File: src/rtl/mem_pkg.sv
// Shared types and helpers for the memory access unit: access sizes, FSM states,
// request kinds, strobe/store-data formatting and alignment rules.
package mem_pkg;

  localparam logic [2:0] F3_B  = 3'b000;
  localparam logic [2:0] F3_H  = 3'b001;
  localparam logic [2:0] F3_W  = 3'b010;
  localparam logic [2:0] F3_BU = 3'b100;
  localparam logic [2:0] F3_HU = 3'b101;

  localparam logic [31:0] NOP_INSTR = 32'h0000_0013;

  typedef enum logic [1:0] {IDLE, BUS, DONE} state_t;
  typedef enum logic [1:0] {FETCH, LOAD, STORE} kind_t;
  typedef enum logic [1:0] {SZ_B, SZ_H, SZ_W} size_t;

  // Only the low two funct3 bits pick the size; undefined encodings fall to word.
  function automatic size_t size_of(input logic [1:0] f3_lo);
    case (f3_lo)
      2'b00:   return SZ_B;
      2'b01:   return SZ_H;
      default: return SZ_W;
    endcase
  endfunction

  function automatic logic [3:0] strobe_of(input logic [1:0] f3_lo, input logic [1:0] off);
    case (size_of(f3_lo))
      SZ_B:    return 4'b0001 << off;
      SZ_H:    return 4'b0011 << off;
      default: return 4'b1111;
    endcase
  endfunction

  function automatic logic [31:0] wdata_of(input logic [1:0] f3_lo, input logic [31:0] wdata);
    case (size_of(f3_lo))
      SZ_B:    return {4{wdata[7:0]}};
      SZ_H:    return {2{wdata[15:0]}};
      default: return wdata;
    endcase
  endfunction

  function automatic logic misaligned_of(input logic fetch, input logic [1:0] f3_lo,
                                         input logic [1:0] off);
    if (fetch) return off != 2'b00;
    case (size_of(f3_lo))
      SZ_B:    return 1'b0;
      SZ_H:    return off[0];
      default: return off != 2'b00;
    endcase
  endfunction

endpackage

File: src/rtl/load_align.sv
// Combinational load formatter: picks the addressed byte/halfword lane of the
// read word and sign- or zero-extends it according to funct3.
module load_align
  import mem_pkg::*;
(
  input  logic [31:0] mem_rdata,
  input  logic [1:0]  addr_lo,
  input  logic [2:0]  funct3,
  output logic [31:0] result
);

  logic [7:0]  byte_lane;
  logic [15:0] half_lane;
  logic        signed_ld;

  always_comb begin
    byte_lane = mem_rdata[{addr_lo, 3'b000} +: 8];
    half_lane = addr_lo[1] ? mem_rdata[31:16] : mem_rdata[15:0];
    signed_ld = ~funct3[2];
    case (size_of(funct3[1:0]))
      SZ_B:    result = {{24{signed_ld & byte_lane[7]}}, byte_lane};
      SZ_H:    result = {{16{signed_ld & half_lane[15]}}, half_lane};
      default: result = mem_rdata;
    endcase
  end

endmodule

File: src/rtl/mem_access_unit.sv
// Fetch/load/store bus engine: one request per transaction over a valid/ready
// memory handshake, holding the fetched instruction (IR) and load data (MDR).
module mem_access_unit #(
  parameter int          ADDR_W    = 32,
  parameter logic [31:0] NOP_INSTR = mem_pkg::NOP_INSTR
) (
  input  logic              clk,
  input  logic              reset,
  input  logic              req_fetch,
  input  logic              req_read,
  input  logic              req_write,
  input  logic [2:0]        funct3,
  input  logic [ADDR_W-1:0] addr,
  input  logic [31:0]       wdata,
  output logic              busy,
  output logic              done,
  output logic              misaligned,
  output logic [31:0]       instr,
  output logic [31:0]       rdata,
  output logic              mem_valid,
  output logic              mem_we,
  output logic [ADDR_W-1:0] mem_addr,
  output logic [3:0]        mem_wstrb,
  output logic [31:0]       mem_wdata,
  input  logic              mem_ready,
  input  logic [31:0]       mem_rdata
);
  import mem_pkg::*;

  state_t      state_reg;
  kind_t       kind_reg;
  logic [1:0]  off_reg;
  logic [2:0]  f3_reg;
  logic [31:0] load_result;

  kind_t       req_kind;
  logic        any_req;
  logic        req_mis;

  // Request decode only feeds registers; nothing here reaches the bus directly.
  always_comb begin
    req_kind = LOAD;
    if (req_fetch)      req_kind = FETCH;
    else if (req_write) req_kind = STORE;
    any_req = req_fetch | req_write | req_read;
    req_mis = misaligned_of(req_fetch, funct3[1:0], addr[1:0]);
  end

  load_align u_load_align (
    .mem_rdata (mem_rdata),
    .addr_lo   (off_reg),
    .funct3    (f3_reg),
    .result    (load_result)
  );

  always_ff @(posedge clk) begin
    if (reset) begin
      state_reg  <= IDLE;
      kind_reg   <= FETCH;
      off_reg    <= 2'b00;
      f3_reg     <= 3'b000;
      busy       <= 1'b0;
      done       <= 1'b0;
      misaligned <= 1'b0;
      mem_valid  <= 1'b0;
      mem_we     <= 1'b0;
      mem_wstrb  <= 4'b0000;
      mem_addr   <= '0;
      mem_wdata  <= '0;
      instr      <= NOP_INSTR;
      rdata      <= '0;
    end else begin
      case (state_reg)
        IDLE: begin
          done       <= 1'b0;
          misaligned <= 1'b0;
          if (any_req) begin
            kind_reg <= req_kind;
            off_reg  <= addr[1:0];
            f3_reg   <= funct3;
            if (req_mis) begin
              state_reg  <= DONE;
              done       <= 1'b1;
              misaligned <= 1'b1;
            end else begin
              state_reg <= BUS;
              busy      <= 1'b1;
              mem_valid <= 1'b1;
              mem_addr  <= {addr[ADDR_W-1:2], 2'b00};
              mem_we    <= (req_kind == STORE);
              mem_wstrb <= (req_kind == STORE) ? strobe_of(funct3[1:0], addr[1:0]) : 4'b0000;
              mem_wdata <= wdata_of(funct3[1:0], wdata);
            end
          end
        end
        BUS: begin
          // Bus fields are held until the memory accepts; IR/MDR load on that edge.
          if (mem_ready) begin
            state_reg <= DONE;
            busy      <= 1'b0;
            mem_valid <= 1'b0;
            mem_we    <= 1'b0;
            mem_wstrb <= 4'b0000;
            done      <= 1'b1;
            if (kind_reg == FETCH)     instr <= mem_rdata;
            else if (kind_reg == LOAD) rdata <= load_result;
          end
        end
        DONE: begin
          state_reg  <= IDLE;
          done       <= 1'b0;
          misaligned <= 1'b0;
        end
        default: state_reg <= IDLE;
      endcase
    end
  end

endmodule
File: config.mk
export PLATFORM = sky130hd
export DESIGN_NAME = mem_access_unit
export DESIGN_NICKNAME = d
export VERILOG_FILES = /design/src/rtl/mem_pkg.sv /design/src/rtl/load_align.sv /design/src/rtl/mem_access_unit.sv
export SDC_FILE = /design/constraint.sdc
export NUM_CORES = 1
export LEC_CHECK = 0
export ABC_CLOCK_PERIOD_IN_PS = 1700
export BUFFER_PORTS_ARGS = -buffer_cell sky130_fd_sc_hd__clkbuf_2
export CORE_ASPECT_RATIO = 1.1
export CORE_MARGIN = 5
export CORE_UTILIZATION = 44
export CTS_CLUSTER_DIAMETER = 100
export DETAILED_ROUTE_END_ITERATION = 12
export GPL_ROUTABILITY_DRIVEN = 1
export GPL_TIMING_DRIVEN = 0
export HOLD_SLACK_MARGIN = 0.03
export PLACE_DENSITY = 0.77
export SLEW_MARGIN = 10
export SYNTH_ARGS = -nofsm -noshare
export SYNTH_HDL_FRONTEND = slang
export SYNTH_SLANG_ARGS = --single-unit
File: constraint.sdc
create_clock -name clk -period 1.7 [get_ports clk]
set_input_delay 0.425 -clock clk [delete_from_list [all_inputs] [get_ports clk]]
set_output_delay 0.425 -clock clk [all_outputs]
set_load 0.02 [all_outputs]
==> results by group <==
STA
  • Setup WS post-layout: 15.7 ps
  • Max Slew Vio Count: 0
  • Clk_skew: 8.77 ps
  • Min cycle time layout: 1680 ps
  • Worst-Margin Slew: 634 ps
  • Fin. Hold Viols: 0
  • Rel. slew slack: 57.7%
  • Period utilization: 99.1%
  • Unrepaired setup endpoints after global routing: true
  • Max Clk Rate: 0.594 GHz
  • Final Setup Violations: 0

CTS
  • Root buffer cell: clkbuf_16
  • CTS tree: yes
  • Cts bufs inserted: 17
  • Max clock buf depth: 2
  • H-Tree Depth: 4
  • Clock transition at path regs: 60 ps
  • Clk_lat worst skew: 420 ps
  • Number of clock sinks: 143

Global route
  • Global-route usage over all layers: 25.0%
  • Largest net degree at the start of global routing: 17
  • Vias in the first global route: 5,815
  • Initial antenna violation count: 0
  • Aggregate global routing overflow: 0
  • Global-route wire length before repair: 31,600 um

Final layout
  • Top flop regs: instr (32), mem_wdata (32), rdata (32)
  • Area growth, synth to finish: 37.9%
  • Final nets: 1,098
  • Proportion of layout cells with a drive suffix above 1: 36.1%
  • Final Core Density: 62.3%
  • # fillers: 1,208
  • Design area: 8300 sq um
  • Number of diodes: 0

Placed design
  • HPWL after DPL: 15,600 um
  • IO Port Bufs: 238
  • Worst Setup Slack post-DPL: -380 ps
  • Post-DP Area: 7450 sq um
  • GPL Wtd Cong: 0.903

Synth
  • Netlist cell types: 44
  • Syn avg cell area: 8.35 sq um
  • Ys flop type: dfxtp_1
  • Top-area cell type share of the netlist area: 47.5%
  • #FFs+latches synth: 143
  • Count leader, synth: nand2_1
  • Post-synth EDFFs: 0
  • Post-Synthesis Cells: 721
  • Largest cells by area after synthesis: dfxtp_1 48%, nand2_1 12%, a21oi_1 7.1%
  • Register area share after synthesis: 47.5%
  • Synth async-reset ratio: 0%
  • Synth warn: 0
  • Synth Cell Area: 6020 sq um
  • Post-synth top area cell: dfxtp_1
  • Most frequent cells after synthesis: 200 x nand2_1, 143 x dfxtp_1, 85 x a21oi_1

Critical path
  • Critical Path RT: 1970 ps
  • Worst setup EP type: flip-flop
  • Setup Crit Path Kind: flip-flop to flip-flop
  • R2R depth: 5
  • CP startpoint kind: flip-flop
  • CP arrival: 1960 ps
  • Worst-path maximum fanout: 10
  • FF-to-FF setup slack: 20 ps
  • RR Endpoint: rdata[24]
  • Reg-to-Reg Start: off_reg[0]

Floorplanning
  • Die area: 16,100 sq um
  • Initial core utilization: 45.2%
  • Die Wd: 122 um
  • Row count: 44
  • Die H: 133 um
  • Area of the core: 13,300 sq um
  • Boundary pin count: 242

Detailed routing
  • Routed vias: 6,271
  • Initial drt markers: 528
  • Remaining antenna violation count after routing: 0
  • Routed WL per cell: 17.6 um
  • Final wirelength: 20,900 um
  • 1st-pass router iterations: 7
  • Residual DRC count: 0
  • Drt via density: 5.29

Run
  • Max Cap Violations: 0

Hold path
  • Hold depth: 3
  • Hold Path Sink: mem_addr[27]
  • Hold Crit Class: input port to flip-flop
  • HP Start: addr[27]

Run status
  • Status: finished clean

Power
  • Peak supply drop: 653 uV
  • PnR Total Power: 0.00910 W
  • Leak Pwr: 3.56 nW
  • Pwr dens: 1100 nW/um^2
-- critical path, stage by stage, from the launching register on --
cell and delay, ps:
dfxtp_4 360, mux4_2 510, or2_4 260, a21oi_4 170, buf_6 160, a211oi_1 70
-- worst max path at each step --
stage                             from          to
final                       off_reg[0]   rdata[24]
after global routing      state_reg[1]   rdata[29]
after CTS                   off_reg[0]   rdata[24]
after detailed placement  state_reg[1]   instr[25]
after global placement           reset  misaligned
after floorplan           state_reg[0]      mem_we
-- kinds of logic after synthesis --
family	after synthesis	share of synthesized area (%)
DFF	143	47.5
AOI/OAI and AO/OA	185	21.0
adders and majority gates	4	0.831
other	1	0.0623
buffers and inverters	65	5.03
muxes	31	5.51
and+or+nand+nor	292	20.0
-- metal layers --
metal | share of wire, % | track usage [%]
met4 | 3.8 | 10.6
met2 | 47 | 41.2
met5 | 0 | 0
met1 | 39 | 30.5
met3 | 10 | 7.13
-- layout make-up --
| class | count | area, sq um | area share, % |
|---|---|---|---|
| inverters | 7 | 26.3 | 0.317 |
| clock inverters | 12 | 134 | 1.61 |
| clock buffers | 20 | 457 | 5.50 |
| plain buffers | 57 | 355 | 4.28 |
| multi-input cells | 514 | 2930 | 35.3 |
| repair buffers | 249 | 1290 | 15.6 |
| flip-flops and latches | 143 | 2870 | 34.6 |
| well taps | 184 | 230 | 2.77 |
-- power breakdown --
part	internal (W)	switching, W
clock	0.00225	0.00148
combinational	0.000646	0.00104
sequential	0.00355	0.000128
-- cells in the final DEF (no fill, tap or decap), types with 3 or more instances in the layout --
cell type and count:
nand2_1 199, a222oi_1 7, buf_6 6, clkbuf_8 3, clkbuf_2 242, inv_6 3, clkbuf_1 21, buf_2 8
dfxtp_1 140, a211oi_2 11, mux2i_1 23, o21ai_0 24, a21oi_1 85, a311oi_1 4, clkinv_2 3, o2bb2ai_1 4
nor3_1 4, a211oi_1 31, nor2b_1 4, buf_4 21, a311oi_2 5, inv_1 5, nor4_1 4, mux2_2 7
nand3b_1 13, nor2_1 57, clkbuf_4 6, clkbuf_16 18
-- through the flow --
step | std cells | TNS [ps] | hold WS, ps
floorplan | 722 | 0 | 462
global placement | 1144 | -36640 | 441
detailed placement | 1144 | -39330 | 446
CTS | 1181 | 0 | 206
global route | 1186 | -1130 | 214
finish | 1186 | 0 | 222
-- what timing repair did --
action,CTS,global route
endpoints found under the setup margin,132,65
hold buffers,0,0
resized for setup,45,22
gates cloned,0,1
setup buffers,6,4
pin swaps,4,6
Power figures use the tool's default switching activity.
